--- src/rtl/data_mem_io_bridge_if.sv ---
// CPU-side load/store bus between the EX/MEM stage and the data memory / I/O bridge.
interface data_mem_io_bridge_if;
    logic [31:0] Address;
    logic [31:0] WriteData;
    logic        MemWrite;
    logic        MemRead;
    logic [31:0] ReadData;

    modport master (output Address, output WriteData, output MemWrite, output MemRead, input ReadData);
    modport slave  (input Address, input WriteData, input MemWrite, input MemRead, output ReadData);
endinterface

--- src/rtl/data_mem_io_bridge.sv ---
// Address decoder steering CPU loads/stores to the data RAM or to a small I/O
// register block (output port, synchronised input port, free-running timer).
module data_mem_io_bridge #(
    parameter logic [31:0] RAM_BASE  = 32'h1001_0000,
    parameter int          RAM_WORDS = 1024,
    parameter logic [31:0] IO_BASE   = 32'hFFFF_0000
) (
    input  logic                         clk,
    input  logic                         reset,
    data_mem_io_bridge_if.slave          bus,
    input  logic [7:0]                   PortIn,
    input  logic [31:0]                  RamReadData,
    output logic [$clog2(RAM_WORDS)-1:0] RamAddress,
    output logic                         RamWrite,
    output logic                         RamRead,
    output logic [31:0]                  PortOut,
    output logic                         BusError
);
    localparam int          AW        = $clog2(RAM_WORDS);
    localparam logic [31:0] RAM_BYTES = 32'(RAM_WORDS * 4);

    logic [31:0] ram_off_s, io_off_s, rdata_s, io_rdata_s;
    logic        ram_hit_s, io_hit_s, aligned_s, acc_err_s, io_wr_s, match_set_s;

    logic [31:0] out_q, out_d, count_q, count_d, compare_q, compare_d;
    logic        en_q, en_d, match_q, match_d, bus_err_q, bus_err_d;
    logic [7:0]  sync1_q, sync2_q;

    // Window decode: the subtraction wraps for addresses below a base, so a single unsigned compare suffices.
    always_comb begin
        ram_off_s = bus.Address - RAM_BASE;
        io_off_s  = bus.Address - IO_BASE;
        ram_hit_s = (ram_off_s < RAM_BYTES);
        io_hit_s  = (io_off_s < 32'd32);
        aligned_s = (bus.Address[1:0] == 2'b00);
        acc_err_s = (bus.MemRead | bus.MemWrite) & (~aligned_s | ~(ram_hit_s | io_hit_s));
        io_wr_s   = bus.MemWrite & aligned_s & io_hit_s;
    end

    assign RamAddress = ram_off_s[AW+1:2];
    assign RamWrite   = bus.MemWrite & aligned_s & ram_hit_s;
    assign RamRead    = bus.MemRead & aligned_s & ram_hit_s;

    // I/O register read mux.
    always_comb begin
        io_rdata_s = 32'd0;
        case (io_off_s[4:2])
            3'd0:    io_rdata_s = out_q;
            3'd1:    io_rdata_s = {24'd0, sync2_q};
            3'd2:    io_rdata_s = count_q;
            3'd3:    io_rdata_s = compare_q;
            3'd4:    io_rdata_s = {30'd0, match_q, en_q};
            default: io_rdata_s = 32'd0;
        endcase
    end

    // Load data: returned in the same cycle, zero for anything not a legal load.
    always_comb begin
        rdata_s = 32'd0;
        if (bus.MemRead && aligned_s && ram_hit_s) begin
            rdata_s = RamReadData;
        end else if (bus.MemRead && aligned_s && io_hit_s) begin
            rdata_s = io_rdata_s;
        end else begin
            rdata_s = 32'd0;
        end
    end

    assign bus.ReadData = rdata_s;

    // Register next-state: CPU writes beat the timer increment, a match set beats write-1-to-clear.
    always_comb begin
        out_d       = out_q;
        count_d     = count_q;
        compare_d   = compare_q;
        en_d        = en_q;
        match_d     = match_q;
        match_set_s = en_q && (count_q == compare_q);
        bus_err_d   = bus_err_q | acc_err_s;

        if (io_wr_s && io_off_s[4:2] == 3'd0) begin
            out_d = bus.WriteData;
        end else begin
            out_d = out_q;
        end

        if (io_wr_s && io_off_s[4:2] == 3'd2) begin
            count_d = bus.WriteData;
        end else if (en_q) begin
            count_d = count_q + 32'd1;
        end else begin
            count_d = count_q;
        end

        if (io_wr_s && io_off_s[4:2] == 3'd3) begin
            compare_d = bus.WriteData;
        end else begin
            compare_d = compare_q;
        end

        if (io_wr_s && io_off_s[4:2] == 3'd4) begin
            en_d = bus.WriteData[0];
        end else begin
            en_d = en_q;
        end

        if (match_set_s) begin
            match_d = 1'b1;
        end else if (io_wr_s && io_off_s[4:2] == 3'd4 && bus.WriteData[1]) begin
            match_d = 1'b0;
        end else begin
            match_d = match_q;
        end
    end

    // State registers with synchronous reset.
    always_ff @(posedge clk) begin
        if (reset) begin
            out_q     <= 32'd0;
            count_q   <= 32'd0;
            compare_q <= 32'hFFFF_FFFF;
            en_q      <= 1'b0;
            match_q   <= 1'b0;
            bus_err_q <= 1'b0;
            sync1_q   <= 8'd0;
            sync2_q   <= 8'd0;
        end else begin
            out_q     <= out_d;
            count_q   <= count_d;
            compare_q <= compare_d;
            en_q      <= en_d;
            match_q   <= match_d;
            bus_err_q <= bus_err_d;
            sync1_q   <= PortIn;
            sync2_q   <= sync1_q;
        end
    end

    assign PortOut  = out_q;
    assign BusError = bus_err_q;
endmodule

--- src/flat_wrapper.sv ---
// flat-port wrapper written by rule: the top's interface ports become plain ports
module data_mem_io_bridge_flat 
#(
    parameter logic [31:0] RAM_BASE  = 32'h1001_0000,
    parameter int          RAM_WORDS = 1024,
    parameter logic [31:0] IO_BASE   = 32'hFFFF_0000
)
  (clk, reset, PortIn, RamReadData, RamAddress, RamWrite, RamRead, PortOut, BusError, bus_Address, bus_WriteData, bus_MemWrite, bus_MemRead, bus_ReadData);
  data_mem_io_bridge_if bus_i ();
  input  logic clk;
  input  logic reset;
  input  logic [7:0] PortIn;
  input  logic [31:0] RamReadData;
  output logic [$clog2(RAM_WORDS)-1:0] RamAddress;
  output logic RamWrite;
  output logic RamRead;
  output logic [31:0] PortOut;
  output logic BusError;
  input wire logic [$bits(bus_i.Address)-1:0] bus_Address;
  input wire logic [$bits(bus_i.WriteData)-1:0] bus_WriteData;
  input wire logic [$bits(bus_i.MemWrite)-1:0] bus_MemWrite;
  input wire logic [$bits(bus_i.MemRead)-1:0] bus_MemRead;
  output wire logic [$bits(bus_i.ReadData)-1:0] bus_ReadData;
  assign bus_i.Address = bus_Address;
  assign bus_i.WriteData = bus_WriteData;
  assign bus_i.MemWrite = bus_MemWrite;
  assign bus_i.MemRead = bus_MemRead;
  assign bus_ReadData = bus_i.ReadData;
  data_mem_io_bridge #(.RAM_BASE(RAM_BASE), .RAM_WORDS(RAM_WORDS), .IO_BASE(IO_BASE)) u_core (.clk(clk), .reset(reset), .bus(bus_i), .PortIn(PortIn), .RamReadData(RamReadData), .RamAddress(RamAddress), .RamWrite(RamWrite), .RamRead(RamRead), .PortOut(PortOut), .BusError(BusError));
endmodule
--- config.mk ---
export PLATFORM = sky130hd
export DESIGN_NAME = data_mem_io_bridge_flat
export DESIGN_NICKNAME = d
export VERILOG_FILES = /design/src/rtl/data_mem_io_bridge_if.sv /design/src/rtl/data_mem_io_bridge.sv /design/src/flat_wrapper.sv
export SDC_FILE = /design/constraint.sdc
export NUM_CORES = 1
export LEC_CHECK = 0
export ABC_AREA = 1
export CAP_MARGIN = 10
export CORE_MARGIN = 3
export CORE_UTILIZATION = 45
export CTS_CLUSTER_DIAMETER = 60
export DETAILED_ROUTE_END_ITERATION = 8
export MAX_ROUTING_LAYER = met4
export PLACE_DENSITY = 0.78
export REMOVE_ABC_BUFFERS = 1
export SETUP_SLACK_MARGIN = 0.2
export SLEW_MARGIN = 0
export SYNTH_ARGS = -nofsm -noshare
export SYNTH_HDL_FRONTEND = slang
export SYNTH_SLANG_ARGS = --single-unit
export TNS_END_PERCENT = 30
--- constraint.sdc ---
create_clock -name clk -period 3.5 [get_ports clk]
set_input_delay 1.05 -clock clk [delete_from_list [all_inputs] [get_ports clk]]
set_output_delay 1.05 -clock clk [all_outputs]
set_load 0.02 [all_outputs]
==> impl_metrics.toml, run 1 <==
[placed_design]
gp_congestion = 0.955
placed_cell_area_um2 = 9440
dpl.hpwl_um = 17700
buffer_ports.inserted = 184

[outcome]
status = "complete, but fails checks"
violated_checks = "setup timing"

[die]
initial_core_util_pct = 46.4
io_pins = 185
die_area_um2 = 17300
coreArea_um2 = 15300
die-height_um = 132
chip_width_um = 132
num_rows = 45

[grt]
first_global_vias = 8131
global_route.overflow_total = 0
grt_first_pass_wirelength_um = 41700
grt_start_max_net_pins = 84
antenna_found_initial = 0
grt_use_total_pct = 30.2

[setup_path]
reg2reg_slack_ns = 1.12
regToRegStartpoint = "u_core.count_q[0]"
worst-endpoint-required_ns = 2.45
crit_arrival_ns = 2.72
timing.critical_path.fanout_max = 19
worst_setup_path_startpoint = "bus_Address[8]"
critPathLaunchType = "input pin"
endpoint_kind = "primary output"
path_class = "input pin to primary output"

[synth]
synth_seq_area_share_pct = 32.4
synth-warning-count = 0
gate_count_post_synth = 1131
synth.ff_latch_count = 115
syn_area_um2 = 7100
post_synth.cell_area_avg_um2 = 6.28
ys_types = 37

[pwr]
total_switching_power_uw = 835
share_seq_of_total_power_pct = 40.3
intPower_mw = 2.44
vdd_ir_drop_max_mv = 0.303
power.density_cell_area_nw_per_um2 = 306
power.share.clock_pct = 49.1
power.leakage_nw = 4.50
combinationalPowerShare_pct = 10.6
post-layout-total-power_mw = 3.28
p_sw_share_pct = 25.5

[sta]
clock_period_minus_worst_slack_ns = 3.77
min_period_over_period_pct = 108
final_setup_violation_count = 33
timing.setup.tns_ns = -6.82
worst_hold_slack_ns = 0.399
worst_clock_skew_ns = 0.00813
slew_violations = 0
worst-slew-pin-transition_ns = 0.937
hold_violations = 0
finalWorstSetupSlack_ns = -0.266
grt_setup_unrepaired = "true"
timing.max_slew.rel_slack_pct = 37.5
timing.fmax_mhz = 266

[drt]
route.detailed.vias_per_inst = 5.39
detailedRoute.firstIterationViolations = 762
post-route-drc-count = 0
route.vias.total = 8474
post_drt_wl_per_cell_um = 16.6
first_pass_iters = 6
drt-total-wl_um = 26000
ant_nets = 0

[finish]
multi_input_comb_area_um2 = 4530
postLayoutCellArea_um2 = 10700
num-nets-final = 1456
area.sequential_um2 = 2300
final_layout_size_suffix_gt1_share_pct = 19.6
inserted_diodes = 0
final.fill_count = 1287
layout-area-overhead-vs-synth_pct = 50.7

[clock_network]
tritoncts = "yes"
clk_transition_reported_paths_ns = 0.06
cts_buffers = 17
max-clock-path-buffers = 2
cts.root.buffer_cell = "clkbuf_16"
worstSkewPairLatency_ns = 0.42
cts_hold_buffers = 0
htreeDepth = 4
numClockSinks = 115

[hold_path]
worstHoldStart = "u_core.sync1_q[0]"
path_class_of_the_lowest_slack_min_delay_path = "flop to flop"

[job]
cap_viol_max_count = 0
## power by group through the flow
stage / Combinational (mW) / Clock [mW] / Sequential [mW]
floorplan: 0.0732 / 0 / 1.35
global placement: 0.315 / 0 / 1.35
detailed placement: 0.317 / 0 / 1.35
CTS: 0.337 / 1.62 / 1.32
global route: 0.373 / 1.68 / 1.32
finish: 0.348 / 1.61 / 1.32
## layout make-up
| type | instances | area share, % |
|---|---|---|
| clock inverter | 13 | 0.946 |
| multi-input combinational | 822 | 42.3 |
| clock buffer | 19 | 4.23 |
| inverter | 122 | 4.30 |
| sequential | 115 | 21.5 |
| tap | 211 | 2.47 |
| timing repair buffer | 269 | 24.3 |
## timing repair
item / CTS / global route
gates cloned: 4 / 0
hold endpoints to repair: 0 / 0
resized for setup: 405 / 50
endpoints found under the setup margin: 36 / 34
pin swaps: 32 / 3
buffers inserted: 16 / 2
## placed cells by master, fill, tap and decap left out, types with 8 or more instances in the layout
cell type	Yosys	routed
o31ai_4	0	13
buf_12	0	10
nor2_2	2	10
nand3_1	43	37
nand2_1	368	352
o22ai_1	17	16
inv_1	118	116
buf_4	13	77
nand4_1	36	36
buf_6	0	28
o31ai_2	0	15
o21ai_1	22	23
nor2_1	89	73
nand2_2	1	12
nor3_1	29	27
clkdlybuf4s50_1	0	117
o211ai_1	21	21
dfxtp_1	115	115
nor2_4	0	8
a221oi_1	15	12
clkbuf_16	0	17
a21oi_1	84	82
xor2_1	31	31
buf_2	12	22
## logic make-up (layout without fill, tap and decap cells)
logic type / Yosys count / after routing / synth area share, %
AND/OR/NAND/NOR: 578 / 578 / 33.9
AO/OA/AOI/OAI: 206 / 206 / 17.8
buffers and inverters: 194 / 423 / 11.2
flip-flops: 115 / 115 / 32.4
XOR/XNOR: 37 / 37 / 4.56
adder cells (fa/ha/maj): 1 / 1 / 0.176
## registers in the layout (all words and copies together), names as in the netlist
name              flops
u_core.PortOut       32
u_core.compare_q     32
u_core.count_q       32
u_core.sync1_q        8
u_core.sync2_q        8
u_core.BusError       1
u_core.en_q           1
u_core.match_q        1
## synthesized netlist by cell type, drive strengths merged
| master | number | area share, % |
|---|---|---|
| a211oi | 1 | 0.11 |
| a21oi | 84 | 5.9 |
| a221oi | 15 | 1.8 |
| a22o | 2 | 0.25 |
| a311oi | 1 | 0.12 |
| and2 | 3 | 0.26 |
| buf | 28 | 2.4 |
| clkbuf | 44 | 2.3 |
| clkinv | 3 | 0.16 |
| dfxtp | 115 | 32 |
| ha | 1 | 0.18 |
| inv | 119 | 6.3 |
| nand2 | 369 | 20 |
| nand3 | 45 | 3.3 |
| nand3b | 3 | 0.32 |
| nand4 | 36 | 3.2 |
| nor2 | 91 | 4.9 |
| nor3 | 30 | 2.3 |
| nor3b | 1 | 0.11 |
| o2111ai | 1 | 0.12 |
| o211ai | 21 | 2.2 |
| o21a | 1 | 0.11 |
| o21ai | 29 | 2.0 |
| o21bai | 1 | 0.11 |
| o221ai | 1 | 0.12 |
| o22ai | 17 | 1.5 |
| o31ai | 32 | 3.4 |
| xnor2 | 6 | 0.74 |
| xor2 | 31 | 3.8 |
## worst max-delay path, cell delays in order
cell and delay [ns]:
clkdlybuf4s15_1 0.17, nor2_1 0.11, nand2_1 0.10, nor2_2 0.15
nand3_2 0.08, a21oi_2 0.12, nand3_2 0.11, nor2_4 0.12
nand2_4 0.11, buf_12 0.18, o31ai_1 0.19, buf_2 0.20
## final timing paths
kind | end | cells past startpoint
max | bus_ReadData[30] | 12
min | u_core.sync2_q[0] | 2
min reg2reg | u_core.sync2_q[0] | 2
max reg2reg | u_core.count_q[18] | 11
## stage by stage
step | setup WS [ns] | util, % | instances
after floorplan | -0.847 | - | 1059
after global placement | -1.16 | 61.7 | 1517
after detailed placement | -1.21 | 61.7 | 1517
after CTS | -0.216 | 68.4 | 1569
after global routing | -0.351 | 69.9 | 1571
final | -0.266 | 69.9 | 1571
## routing by layer
| metal | routed length, µm | up-vias | GRT usage, % | part of all wire [%] |
|---|---|---|---|---|
| met5 | 0 | - | - | 0 |
| met4 | 403 | 0 | 7.76 | 1.5 |
| met3 | 1710 | 36 | 5.13 | 6.6 |
| met2 | 12500 | 343 | 49.9 | 48 |
| met1 | 11400 | 3945 | 38.4 | 44 |
| li1 | - | 4150 | - | - |
(Power assumes the default switching activity.)
==> run 2, diff against run 1 <==
CTS_CLUSTER_DIAMETER = 80   (was 60)
CTS_CLUSTER_SIZE = 8   (was unset)
==> results of run 2 <==
Same layout as run 1: the final DEF is identical, and so are final timing and power.
==> run 3, diff against run 2 <==
CORE_ASPECT_RATIO = 1.1   (was unset)
==> impl_metrics.toml, run 3 (synthesis results as in run 1) <==
[outcome]
status = "complete, but fails checks"
violated_checks = "setup timing"

[sta]
worst-slew-pin-transition_ns = 0.639
timing.max_slew.rel_slack_pct = 57.3
worst_hold_slack_ns = 0.402
grt_setup_unrepaired = "true"
hold_violations = 0
worst_clock_skew_ns = 0.00961
slew_violations = 0
final_setup_violation_count = 34
clock_period_minus_worst_slack_ns = 3.95
min_period_over_period_pct = 113
timing.fmax_mhz = 253
finalWorstSetupSlack_ns = -0.450

[die]
coreArea_um2 = 15200
chip_width_um = 126
io_pins = 185
initial_core_util_pct = 46.6
die-height_um = 138
die_area_um2 = 17300
num_rows = 47

[finish]
highest_count_cells_in_the_layout_ignoring_fill_and_taps = "353 x nand2_1, 117 x clkdlybuf4s50_1, 115 x inv_1, 115 x dfxtp_1, 102 x buf_4"
final.fill_count = 1187
final_layout_size_suffix_gt1_share_pct = 21.7
layout-area-overhead-vs-synth_pct = 57.1
utilization_pct = 73.3
leading_cell_type_in_the_layout_fill_and_taps_excluded = "nand2_1"
num-nets-final = 1485
layout_cells_excl_fill = 1585
inserted_diodes = 0

[setup_path]
worst-endpoint-required_ns = 2.45
worst_r2r_endpoint = "u_core.count_q[15]"
reg2reg_slack_ns = 1.41
critPathLaunchType = "input pin"
endpoint_kind = "primary output"
timing.critical_path.fanout_max = 5
critPathMostFrequentCell = "buf_4"
crit_arrival_ns = 2.90
path_class = "input pin to primary output"
critical_path.max_stage_delay_ns = 0.21
worst_r2r_path_depth = 9
crit_path_cell_trace = "buf_4 -> nand2_4 -> nor2_4 -> nand4_1 -> a21oi_2 -> nand3_2 -> nor2_4 -> nand2_4 -> buf_4 -> buf_12 -> o31ai_2 -> buf_4"
regToRegStartpoint = "u_core.count_q[6]"
crit_slowest_cell = "o31ai_2"

[pwr]
power.density_cell_area_nw_per_um2 = 316
power.leakage_nw = 4.69
power.share.clock_pct = 52.0
combinationalPowerShare_pct = 10.6
share_seq_of_total_power_pct = 37.5
vdd_ir_drop_max_mv = 0.380
p_sw_share_pct = 23.4
intPower_mw = 2.70
post-layout-total-power_mw = 3.53
total_switching_power_uw = 826

[job]
cap_viol_max_count = 0

[drt]
route.detailed.vias_per_inst = 5.51
ant_nets = 0
post_drt_wl_per_cell_um = 17.8
post-route-drc-count = 0
first_pass_iters = 9
route.vias.total = 8735
detailedRoute.firstIterationViolations = 892
drt-total-wl_um = 28200

[clock_network]
clk_transition_reported_paths_ns = 0.06
worstSkewPairLatency_ns = 0.42
max-clock-path-buffers = 2
cts_buffers = 17
numClockSinks = 115
cts.root.buffer_cell = "clkbuf_16"
htreeDepth = 4
tritoncts = "yes"

[grt]
first_global_vias = 8227
grt_use_total_pct = 31.0
grt_start_max_net_pins = 50
global_route.overflow_total = 0
antenna_found_initial = 0
grt_first_pass_wirelength_um = 41900

[placed_design]
dp_slack_ns = -1.15
buffer_ports.inserted = 184
gp_congestion = 0.946
numPlacedInstances = 1514
dpl.hpwl_um = 18100

[hold_path]
worst_hold_path.endpoint = "u_core.sync2_q[0]"
worstHoldStart = "u_core.sync1_q[0]"
worstHoldPathCells = 2
path_class_of_the_lowest_slack_min_delay_path = "flop to flop"
==> run 3: cell types whose count changed in the layout (fill, tap and decap cells not counted), sizes merged, moves of 2 or more <==
cell,delta
clkdlybuf4s15,-3
bufinv,+3
clkbuf,+4
buf,+30
clkinv,-2
inv,-2
==> run 3: routing by layer <==
| layer | share of wire, % | track usage (%) |
|---|---|---|
| met1 | 41 | 38.4 |
| met2 | 50 | 51.7 |
| met3 | 7.1 | 4.89 |
| met4 | 2.6 | 11.2 |
| met5 | 0 | - |
==> run 3: worst max-delay path by stage <==
stage | start | endpoint | slack [ns]
2_1_floorplan | bus_Address[12] | bus_ReadData[0] | -0.85
3_3_place_gp | bus_Address[16] | bus_ReadData[15] | -1.11
3_5_place_dp | bus_Address[16] | bus_ReadData[1] | -1.15
4_1_cts | bus_Address[20] | bus_ReadData[24] | -0.31
5_1_grt | bus_Address[16] | bus_ReadData[25] | -0.54
6_report | bus_Address[16] | bus_ReadData[25] | -0.45
==> run 3: what timing repair did <==
| item | CTS | global route |
|---|---|---|
| setup endpoints to repair | 39 | 35 |
| gates resized for setup | 381 | 112 |
| cloned | 3 | 2 |
| setup buffers | 27 | 7 |
| pin swaps | 27 | 29 |
| hold buffers | 0 | 0 |
==> run 3: area by class of cell <==
| type | count | area [µm²] | area share, % |
|---|---|---|---|
| Inverter | 122 | 459 | 4.11 |
| Tap cell | 196 | 245 | 2.20 |
| Multi-Input combinational cell | 822 | 4650 | 41.6 |
| Clock inverter | 11 | 149 | 1.33 |
| Clock buffer | 21 | 480 | 4.30 |
| Timing Repair Buffer | 298 | 2880 | 25.8 |
| Sequential cell | 115 | 2300 | 20.6 |
==> run 3: through the flow <==
step                setup TNS, ns  cell area [µm²]
CTS                         -7.83            10600
detailed placement         -37.34             9530
global placement           -36.85             9530
finish                     -12.88            11200
floorplan                  -57.45             6770
global route               -15.81            11200
==> run 3: power groups by stage <==
| stage | clock, mW | sequential, mW | combinational, mW |
|---|---|---|---|
| finish | 1.83 | 1.32 | 0.372 |
| global route | 1.90 | 1.32 | 0.396 |
| CTS | 1.84 | 1.32 | 0.345 |
| global placement | 0 | 1.35 | 0.327 |
| detailed placement | 0 | 1.35 | 0.328 |
| floorplan | 0 | 1.35 | 0.0732 |
==> run 3: worst max-delay path: cells and delay by family <==
kind	cells	cell delay, ns
buf+inv	4	0.60
compound gates	2	0.41
simple gates	6	0.84
